**src/rtl/ysyx_23060240_pkg.sv**
```systemverilog
// Shared types and constants for the multi-cycle NPC sequencer.
package ysyx_23060240_pkg;

  typedef enum logic [3:0] {
    S_IDLE  = 4'd0,
    S_FETCH = 4'd1,
    S_FWAIT = 4'd2,
    S_EXEC  = 4'd3,
    S_MREQ  = 4'd4,
    S_MRSP  = 4'd5,
    S_WB    = 4'd6,
    S_HALT  = 4'd7,
    S_ERR   = 4'd8
  } seq_state_e;

  localparam logic [1:0] MEM_B = 2'b00;
  localparam logic [1:0] MEM_H = 2'b01;
  localparam logic [1:0] MEM_W = 2'b10;
  localparam logic [1:0] MEM_D = 2'b11;

  localparam logic [31:0] DEFAULT_RESET_PC = 32'h8000_0000;

  // Byte-lane mask of an access of the given size, before lane shifting.
  function automatic logic [7:0] size_mask(input logic [1:0] size);
    case (size)
      MEM_B: return 8'h01;
      MEM_H: return 8'h03;
      MEM_W: return 8'h0F;
      MEM_D: return 8'hFF;
    endcase
  endfunction

endpackage

```
**src/rtl/ysyx_23060240_lsu_align.sv**
```systemverilog
// Combinational sub-word alignment: store lane shift/strobes and load extract/extend.
module ysyx_23060240_lsu_align
  import ysyx_23060240_pkg::*;
#(
  parameter int XLEN = 32,
  localparam int STRB_W = XLEN / 8,
  localparam int OFFW = $clog2(STRB_W)
) (
  input  logic [1:0]        size,
  input  logic              uns,
  input  logic [OFFW-1:0]   byte_off,
  input  logic [XLEN-1:0]   store_data,
  input  logic [XLEN-1:0]   rsp_data,
  output logic [STRB_W-1:0] wstrb,
  output logic [XLEN-1:0]   wdata,
  output logic [XLEN-1:0]   load_val
);

  logic [OFFW+2:0] bit_off;
  logic [XLEN-1:0] rsp_shifted;

  // Truncate the lane-aligned word to the access size, then sign- or zero-extend.
  function automatic logic [XLEN-1:0] ext_load(input logic [XLEN-1:0] raw,
                                               input logic [1:0] sz,
                                               input logic zext);
    logic signed [7:0]  b;
    logic signed [15:0] h;
    logic signed [31:0] w;
    logic [XLEN-1:0]    res;
    b = raw[7:0];
    h = raw[15:0];
    w = raw[31:0];
    case (sz)
      MEM_B:   if (zext) res = XLEN'(raw[7:0]);  else res = XLEN'(b);
      MEM_H:   if (zext) res = XLEN'(raw[15:0]); else res = XLEN'(h);
      MEM_W:   if (zext) res = XLEN'(raw[31:0]); else res = XLEN'(w);
      default: res = raw;
    endcase
    return res;
  endfunction

  assign bit_off     = {byte_off, 3'b000};
  assign wstrb       = STRB_W'(size_mask(size)) << byte_off;
  assign wdata       = store_data << bit_off;
  assign rsp_shifted = rsp_data >> bit_off;

  // Load result is fully combinational; the sequencer registers it on the response handshake.
  always_comb begin
    load_val = ext_load(rsp_shifted, size, uns);
  end

endmodule

```
**src/rtl/ysyx_23060240_mc_seq.sv**
```systemverilog
// Multi-cycle instruction sequencer: PC, fetch/LSU handshakes, writeback strobe,
// bus timeout, halt and commit reporting. Decode/ALU/regfile remain external.
module ysyx_23060240_mc_seq
  import ysyx_23060240_pkg::*;
#(
  parameter int          XLEN     = 32,
  parameter logic [31:0] RESET_PC = DEFAULT_RESET_PC,
  parameter int          MAX_WAIT = 255
) (
  input  logic              clk,
  input  logic              rst,
  output logic              ifu_req_valid,
  input  logic              ifu_req_ready,
  output logic [XLEN-1:0]   ifu_req_addr,
  input  logic              ifu_rsp_valid,
  output logic              ifu_rsp_ready,
  input  logic [31:0]       ifu_rsp_data,
  output logic [31:0]       inst,
  output logic [XLEN-1:0]   pc,
  input  logic              dec_is_load,
  input  logic              dec_is_store,
  input  logic [1:0]        dec_mem_size,
  input  logic              dec_mem_uns,
  input  logic              dec_rd_wen,
  input  logic              dec_is_ebreak,
  input  logic              jump_en,
  input  logic [XLEN-1:0]   alu_out,
  input  logic [XLEN-1:0]   rs2_data,
  output logic              lsu_req_valid,
  input  logic              lsu_req_ready,
  output logic              lsu_req_wen,
  output logic [XLEN-1:0]   lsu_req_addr,
  output logic [XLEN-1:0]   lsu_req_wdata,
  output logic [XLEN/8-1:0] lsu_req_wstrb,
  input  logic              lsu_rsp_valid,
  output logic              lsu_rsp_ready,
  input  logic [XLEN-1:0]   lsu_rsp_data,
  output logic [XLEN-1:0]   load_data,
  output logic              rf_wen,
  output logic              commit_valid,
  output logic [XLEN-1:0]   commit_pc,
  output logic              halt,
  output logic              bus_err
);

  localparam int STRB_W = XLEN / 8;
  localparam int OFFW   = $clog2(STRB_W);
  localparam int CNT_W  = $clog2(MAX_WAIT + 1);
  localparam logic [XLEN-1:0]  PC_RST    = XLEN'(RESET_PC);
  localparam logic [CNT_W-1:0] WAIT_LAST = CNT_W'(MAX_WAIT - 1);

  seq_state_e        state, state_n;
  logic [CNT_W-1:0]  wait_cnt;
  logic              in_wait;
  logic              wait_expired;
  logic              is_mem;
  logic              misaligned;
  logic [STRB_W-1:0] al_wstrb;
  logic [XLEN-1:0]   al_wdata;
  logic [XLEN-1:0]   al_load;

  // A 64-bit access can never be legal on a 32-bit datapath.
  function automatic logic addr_misaligned(input logic [1:0] size, input logic [2:0] low);
    case (size)
      MEM_B: return 1'b0;
      MEM_H: return low[0];
      MEM_W: return low[1:0] != 2'b00;
      MEM_D: return (low != 3'b000) || (XLEN == 32);
    endcase
  endfunction

  ysyx_23060240_lsu_align #(.XLEN(XLEN)) u_align (
    .size       (dec_mem_size),
    .uns        (dec_mem_uns),
    .byte_off   (alu_out[OFFW-1:0]),
    .store_data (rs2_data),
    .rsp_data   (lsu_rsp_data),
    .wstrb      (al_wstrb),
    .wdata      (al_wdata),
    .load_val   (al_load)
  );

  assign is_mem       = dec_is_load | dec_is_store;
  assign misaligned   = addr_misaligned(dec_mem_size, alu_out[2:0]);
  assign in_wait      = (state == S_FETCH) || (state == S_FWAIT) ||
                        (state == S_MREQ)  || (state == S_MRSP);
  assign wait_expired = (wait_cnt == WAIT_LAST);
  assign halt         = (state == S_HALT);
  assign bus_err      = (state == S_ERR);

  // Next-state and handshake outputs; a handshake wins over a same-cycle timeout.
  always_comb begin
    state_n       = state;
    ifu_req_valid = 1'b0;
    ifu_req_addr  = '0;
    ifu_rsp_ready = 1'b0;
    lsu_req_valid = 1'b0;
    lsu_req_wen   = 1'b0;
    lsu_req_addr  = '0;
    lsu_req_wdata = '0;
    lsu_req_wstrb = '0;
    lsu_rsp_ready = 1'b0;
    rf_wen        = 1'b0;
    commit_valid  = 1'b0;
    commit_pc     = '0;
    case (state)
      S_IDLE: state_n = S_FETCH;
      S_FETCH: begin
        ifu_req_valid = 1'b1;
        ifu_req_addr  = pc;
        if (ifu_req_ready)     state_n = S_FWAIT;
        else if (wait_expired) state_n = S_ERR;
      end
      S_FWAIT: begin
        ifu_rsp_ready = 1'b1;
        if (ifu_rsp_valid)     state_n = S_EXEC;
        else if (wait_expired) state_n = S_ERR;
      end
      S_EXEC: begin
        if (dec_is_ebreak) begin
          commit_valid = 1'b1;
          commit_pc    = pc;
          state_n      = S_HALT;
        end else if (is_mem && misaligned) begin
          state_n = S_ERR;
        end else if (is_mem) begin
          state_n = S_MREQ;
        end else begin
          state_n = S_WB;
        end
      end
      S_MREQ: begin
        lsu_req_valid = 1'b1;
        lsu_req_wen   = dec_is_store;
        lsu_req_addr  = {alu_out[XLEN-1:OFFW], {OFFW{1'b0}}};
        lsu_req_wdata = dec_is_store ? al_wdata : '0;
        lsu_req_wstrb = dec_is_store ? al_wstrb : '0;
        if (lsu_req_ready)     state_n = S_MRSP;
        else if (wait_expired) state_n = S_ERR;
      end
      S_MRSP: begin
        lsu_rsp_ready = 1'b1;
        if (lsu_rsp_valid)     state_n = S_WB;
        else if (wait_expired) state_n = S_ERR;
      end
      S_WB: begin
        rf_wen       = dec_rd_wen;
        commit_valid = 1'b1;
        commit_pc    = pc;
        state_n      = S_FETCH;
      end
      S_HALT: state_n = S_HALT;
      S_ERR:  state_n = S_ERR;
      default: state_n = S_ERR;
    endcase
  end

  // State register.
  always_ff @(posedge clk) begin
    if (!rst) state <= S_IDLE;
    else      state <= state_n;
  end

  // Per-state wait counter: restarts on every transition, counts only in bus-wait states.
  always_ff @(posedge clk) begin
    if (!rst)                  wait_cnt <= '0;
    else if (state_n != state) wait_cnt <= '0;
    else if (in_wait)          wait_cnt <= wait_cnt + CNT_W'(1);
  end

  // Instruction latch, load result capture and PC update at writeback.
  always_ff @(posedge clk) begin
    if (!rst) begin
      pc        <= PC_RST;
      inst      <= '0;
      load_data <= '0;
    end else begin
      if (state == S_FWAIT && ifu_rsp_valid)
        inst <= ifu_rsp_data;
      if (state == S_MRSP && lsu_rsp_valid && !dec_is_store)
        load_data <= al_load;
      if (state == S_WB)
        pc <= jump_en ? {alu_out[XLEN-1:1], 1'b0} : pc + XLEN'(4);
    end
  end

endmodule

```
**config.mk**
```make
export PLATFORM = sky130hd
export DESIGN_NAME = ysyx_23060240_mc_seq
export DESIGN_NICKNAME = d
export VERILOG_FILES = /design/src/rtl/ysyx_23060240_pkg.sv /design/src/rtl/ysyx_23060240_lsu_align.sv /design/src/rtl/ysyx_23060240_mc_seq.sv
export SDC_FILE = /design/constraint.sdc
export NUM_CORES = 1
export LEC_CHECK = 0
export ABC_AREA = 1
export CORE_AREA = 2 2 149 151
export CTS_BUF_LIST = sky130_fd_sc_hd__clkbuf_4 sky130_fd_sc_hd__clkbuf_8
export CTS_CLUSTER_DIAMETER = 200
export DETAILED_ROUTE_END_ITERATION = 12
export DIE_AREA = 0 0 151 153
export PLACE_DENSITY = 0.69
export SLEW_MARGIN = 15
export SYNTH_ARGS = -nofsm -noshare
export SYNTH_HDL_FRONTEND = slang
export SYNTH_SLANG_ARGS = --single-unit
```
**constraint.sdc**
```tcl
create_clock -name clk -period 1.65 [get_ports clk]
set_clock_uncertainty 0.15 [all_clocks]
set_input_delay 0.165 -clock clk [delete_from_list [all_inputs] [get_ports clk]]
set_output_delay 0.165 -clock clk [all_outputs]
set_load 0.01 [all_outputs]
```
# Word level (Yosys, flattened, before mapping)
# Cells that the tools add are included.
[word_totals]
latch_bits = 0
out_inout_bits = 237
wordCells = 69
memories = 0
romBits = 0
ff_bits = 108
input_bits = 142
ram_bits = 0
[op_classes]
addsub = 2
n_lt_le_gt_ge = 0
mul = 0
n_reduce_logical = 13
eq_ne = 13
bitwise = 2
n_mux = 31
n_div = 0
shift = 3
[ops]
columns = ["cell", "count"]
rows = [
  ["$mux 32", 8],
  ["$pmux 32 s2", 2],
  ["$mux 4", 9],
  ["$add 32x3->32 const B", 1],
  ["$shl 32x5->32", 1],
  ["$shr 32x5->32", 1],
  ["$pmux 4 s7", 1],
  ["$eq 4x3->1 const B", 4],
  ["$pmux 4 s4", 1],
  ["$add 8x1->8 const B", 1],
  ["$eq 4x2->1 const B", 2],
  ["$eq 8x8->1 const B", 1],
  ["$mux 1", 7],
  ["$eq 2x2->1 const B", 2],
  ["$eq 4x1->1 const B", 1],
  ["$eq 4x4->1 const B", 1],
  ["$logic_and 1x1->1", 4],
  ["$logic_not 4->1", 1],
  ["$ne 4x4->1", 1],
  ["$pmux 1 s4", 1],
  ["$reduce_or 2->1", 2],
  ["$shl 4x2->4", 1],
  ["$logic_or 1x1->1", 3],
  ["$eq 2x1->1 const B", 1],
  ["other kinds (7)", 7],
]

# Depth between registers and ports, before layout
[depth]
ltp_word = 8
ltp_mapped = 13
ltp_nobuf = 13

# Hierarchy
# Synthesis repeated with hierarchy kept, for this count alone.
[hier_totals]
cells_unflattened = 1309
hier_area_um2 = 7667.4
[modules_own_cells]
columns = ["module", "instances", "area_per_inst_um2", "seq_area_each_um2", "cells_per_inst"]
rows = [
  ["ysyx_23060240_mc_seq", 1, 6243.5, 2142.1, 1032],
  ["ysyx_23060240_lsu_align", 1, 1423.9, 0.0, 277],
]

# Least setup slack after synthesis
# Ideal clock, no wire load.
[synth_timing]
path_type = "register -> output"
from = "register state[3]"
to = "output lsu_req_wdata[0]"
path_buffers = 0
t_required_ps = 1335
slack_ps = -296
stages_incl_launch_ff = 12
t_arrival_ps = 1631
path_cell_list = "dfxtp_1 > inv_1 > nand2_2 > nor2_4 > inv_2 > nor2_4 > inv_2 > nor2_4 > inv_2 > nor2_2 > inv_2 > nor2_1"
[synth_between]
elab_chain_len = 2
[synth_lines]
columns = ["element", "line_no", "text"]
rows = [
  ["from (decl)", "ysyx_23060240_mc_seq.sv:52", "seq_state_e state, state_n;"],
  ["from (signal assigned)", "ysyx_23060240_mc_seq.sv:161", "else state <= state_n;"],
  ["$eq 4x3->1", "ysyx_23060240_mc_seq.sv:106", "case (state)"],
  ["$mux 32", "ysyx_23060240_mc_seq.sv:106", ""],
  ["to (decl)", "ysyx_23060240_mc_seq.sv:33", "output logic [XLEN-1:0] lsu_req_wdata,"],
]
# Every way passes these cells.

# Worst setup path after layout
[layout_timing]
from = "register state[3]"
to = "output lsu_req_wdata[24]"
# The elaborated chain is that of the path after synthesis.

==> summary.md <==
| Metric | Value |
|---|---|
| Status | `finished with violations` |
| Failing checks | `setup timing` |
| Remaining Overflow, GRT | `0` |
| Lkg Pwr | `5.94 nW` |
| Sequential cell area | `2170 sq um` |
| Crit end category | `output port` |
| Worst setup margin | `-0.655 ns` |
| Max Root-Sink Buffers | `2` |
| Final hold violations | `0` |
| Hold Path Class | `primary input to flop` |
| GP Congestion | `0.984` |
| Hold Slack | `0.168 ns` |
| EDFF count, synth | `0` |
| Port Buffers | `373` |
| Fmax | `434 MHz` |
| Syn Inst Count | `1167` |
| Hold endpoint | `inst[5]$_SDFFE_PN0P_` |
| Setup violators final | `290` |
| Largest net degree at the start of global routing | `45` |
| ANT cells | `0` |
| Fillcell total | `1934` |
| DP Area | `12700 sq um` |
| DR DRC count | `0` |
| Die width | `151 um` |
| Crit Path Max Fanout | `4` |
| CP most frequent cell | `buf_6` |
| Area of the multi-input gates | `4560 sq um` |
| IO Pins | `379` |
| Final setup TNS | `-79.63 ns` |
| Initial Utilization | `32.4%` |
| Total GRT Usage | `29.2%` |
| PwrDens | `440 nW/um^2` |
| Crit path largest cell delay | `0.36 ns` |
| DP Wirelength | `26600 um` |
| Drt wl/cell | `17.6 um` |
| Final Core Density | `62.7%` |
| Crit path DAT | `1.99 ns` |
| Met1 GRT Util | `34.3%` |
| Post-synth ARST share | `0%` |
| Routing usage on met2 | `50.1%` |
| Worst R2R Setup Slack | `-0.28 ns` |
| Clk_lat worst skew | `0.40 ns` |
| CP cell instances | `inv_4 > nand2_4 > nor2_4 > inv_2 > nor2_4 > inv_4 > buf_6 > buf_6 > buf_6 > a221oi_4 > buf_2` |
| RSZ-0062 raised after global routing | `yes` |
| Peak supply drop | `457 uV` |
| Commonest non-fill, non-tap cell in the layout | `nand2_1` |
| Vias in the first global route | `9743` |
| Drt first pass iters | `5` |
| Clock sink count | `107` |
| Clock root cell | `clkbuf_8` |
| CTS tree | `done` |
| Tot Pwr | `5.93 mW` |
| Most used routing layer | `met2` |
| Synth unique cells | `41` |
| Hold path depth | `3` |
| Total CTS buffers | `9` |
| Core ar. | `21500 sq um` |
| Pins Over Slew Limit | `0` |
| Worst Reg2Reg Path Length in Cells | `12` |
| Ys Warns | `0` |
| Die area | `23100 sq um` |
| Hold Crit Start | `ifu_rsp_data[5]` |
| Min Tclk post-route | `2.30 ns` |
| Row cnt | `54` |
| Worst Path Required | `1.33 ns` |
| Met3 GRT Util | `8.06%` |
| Synth Register Bits | `107` |
| Sequential fraction of the synthesis area | `30.8%` |
| Maxcap violations | `0` |
| Synth Flop Type | `dfxtp_1` |
| R2R Path Start | `state[1]$_SDFF_PN0_` |
| # H-tree levels | `3` |
| Routed vias | `10200` |
| Setup CP Type | `flop to output port` |
| Area Growth Syn to Fin | `93.7%` |
| Slew @ Worst Pin | `0.564 ns` |
| Cell area after layout | `13500 sq um` |
| Slew HR | `62.0%` |
| Syn_area_per_cell | `5.96 sq um` |
| Clk slew on worst S/H paths | `0.12 ns` |
| Antenna Nets Post-Route | `0` |
| Final worst-path cycle share | `140%` |
| Initial DRC count | `671` |
| Via density | `5.06` |
| Startpoint type of the worst setup path | `flop` |
| Die H | `153 um` |
| DRT Wirelength | `35600 um` |
| Share of layout cells above drive strength 1 | `29.1%` |
| Nets | `1880` |
| Critical-path top delay cell | `dfxtp_2` |
| Mapped Area | `6960 sq um` |
| Initial antenna violation count | `1` |
| Crit Reg-Reg Endpoint | `load_data[15]$_SDFFE_PN0P_` |
| Commonest cells after routing, fill and taps aside | `nand2_1, clkdlybuf4s50_1, buf_4` |
| First-pass GRT wire length | `52600 um` |
==> final cells by class <==
cell class	instances	share of cell area (%)
repair buffers	620	42.1
multi-input cells	869	33.8
flip-flops and latches	107	16.1
inverters	127	3.83
well taps	280	2.60
clock buffers	9	0.919
clock inverters	7	0.603
repair inverters	1	0.0650
==> metrics by stage <==
step / std cells / setup WS [ns]
final: 2020 / -0.655
after global routing: 2020 / -0.756
after CTS: 2007 / -0.686
after detailed placement: 1974 / -0.771
after global placement: 1974 / -0.726
after floorplan: 1171 / -0.186
==> cell usage after synthesis, types with 4 or more instances <==
library cell | count | area share [%]
o211ai_1 | 13 | 1.4
nand3_1 | 105 | 7.6
nand2_2 | 7 | 0.63
inv_1 | 115 | 6.2
clkbuf_1 | 48 | 2.6
a21oi_1 | 111 | 8.0
buf_4 | 6 | 0.65
dfxtp_1 | 107 | 31
a211oi_1 | 9 | 0.97
a221oi_1 | 9 | 1.1
nand2_1 | 257 | 14
xor2_1 | 6 | 0.76
nor2_4 | 9 | 1.5
o32ai_1 | 7 | 0.88
nor3_1 | 13 | 0.94
o21ai_0 | 68 | 4.9
buf_2 | 9 | 0.65
inv_2 | 11 | 0.59
a31oi_1 | 4 | 0.36
nand4_1 | 7 | 0.63
nor2_1 | 216 | 12
==> power breakdown <==
part           internal, mW  switching, mW  leakage [nW]
Clock                 0.728           1.06         0.101
Sequential             2.60         0.0134         0.868
Combinational         0.791          0.746          4.97
Total                  4.12           1.82          5.94
==> registers in the layout, indices dropped and copies added (netlist names) <==
signal	cells
inst	32
load_data	32
pc	31
wait_cnt	8
state	4
==> worst max path at each step <==
| stage | to | slack [ns] | from | depth (start not counted) |
|---|---|---|---|---|
| global placement | lsu_req_wdata[1] | -0.73 | dec_is_store | 10 |
| global route | lsu_req_wdata[1] | -0.76 | state[3]$_SDFF_PN0_ | 13 |
| CTS | lsu_req_wdata[1] | -0.69 | state[1]$_SDFF_PN0_ | 13 |
| finish | lsu_req_wdata[24] | -0.65 | state[3]$_SDFF_PN0_ | 11 |
| detailed placement | lsu_req_wdata[1] | -0.77 | dec_is_store | 10 |
| floorplan | lsu_req_wdata[0] | -0.19 | state[3]$_SDFF_PN0_ | 11 |
==> cell families (layout without fill, tap and decap cells) <==
family / Yosys count / in the layout / share of synthesized area (%)
mux: 1 / 1 / 0.144
fa+ha+maj: 3 / 3 / 0.540
simple gates: 619 / 619 / 37.2
flops: 107 / 107 / 30.8
buf+inv: 195 / 764 / 11.1
other cells: 1 / 5 / 0.0539
compound gates: 232 / 232 / 19.0
xor+xnor: 9 / 9 / 1.13
==> layer usage <==
metal	share of wire, %	up-vias	wire (um)
met5	0.034	-	12
li1	-	4934	-
met3	9.7	81	3470
met4	3.3	2	1170
met1	38	4692	13600
met2	49	508	17400
==> repair_timing <==
| action | CTS | global route |
|---|---|---|
| cloned | 6 | 3 |
| pin swaps | 6 | 9 |
| endpoints found under the setup margin | 296 | 321 |
| gates resized for setup | 493 | 109 |
| setup buffers | 11 | 11 |
| hold buffers | 0 | 0 |
==> worst max-delay path, delay by kind of cell, from the launching register on <==
kind            cells  cell delay [ns]
simple gates        3             0.32
flops               1             0.36
compound gates      1             0.20
buf+inv             7             0.71
Note: power is estimated with default switching activity, not from simulation.
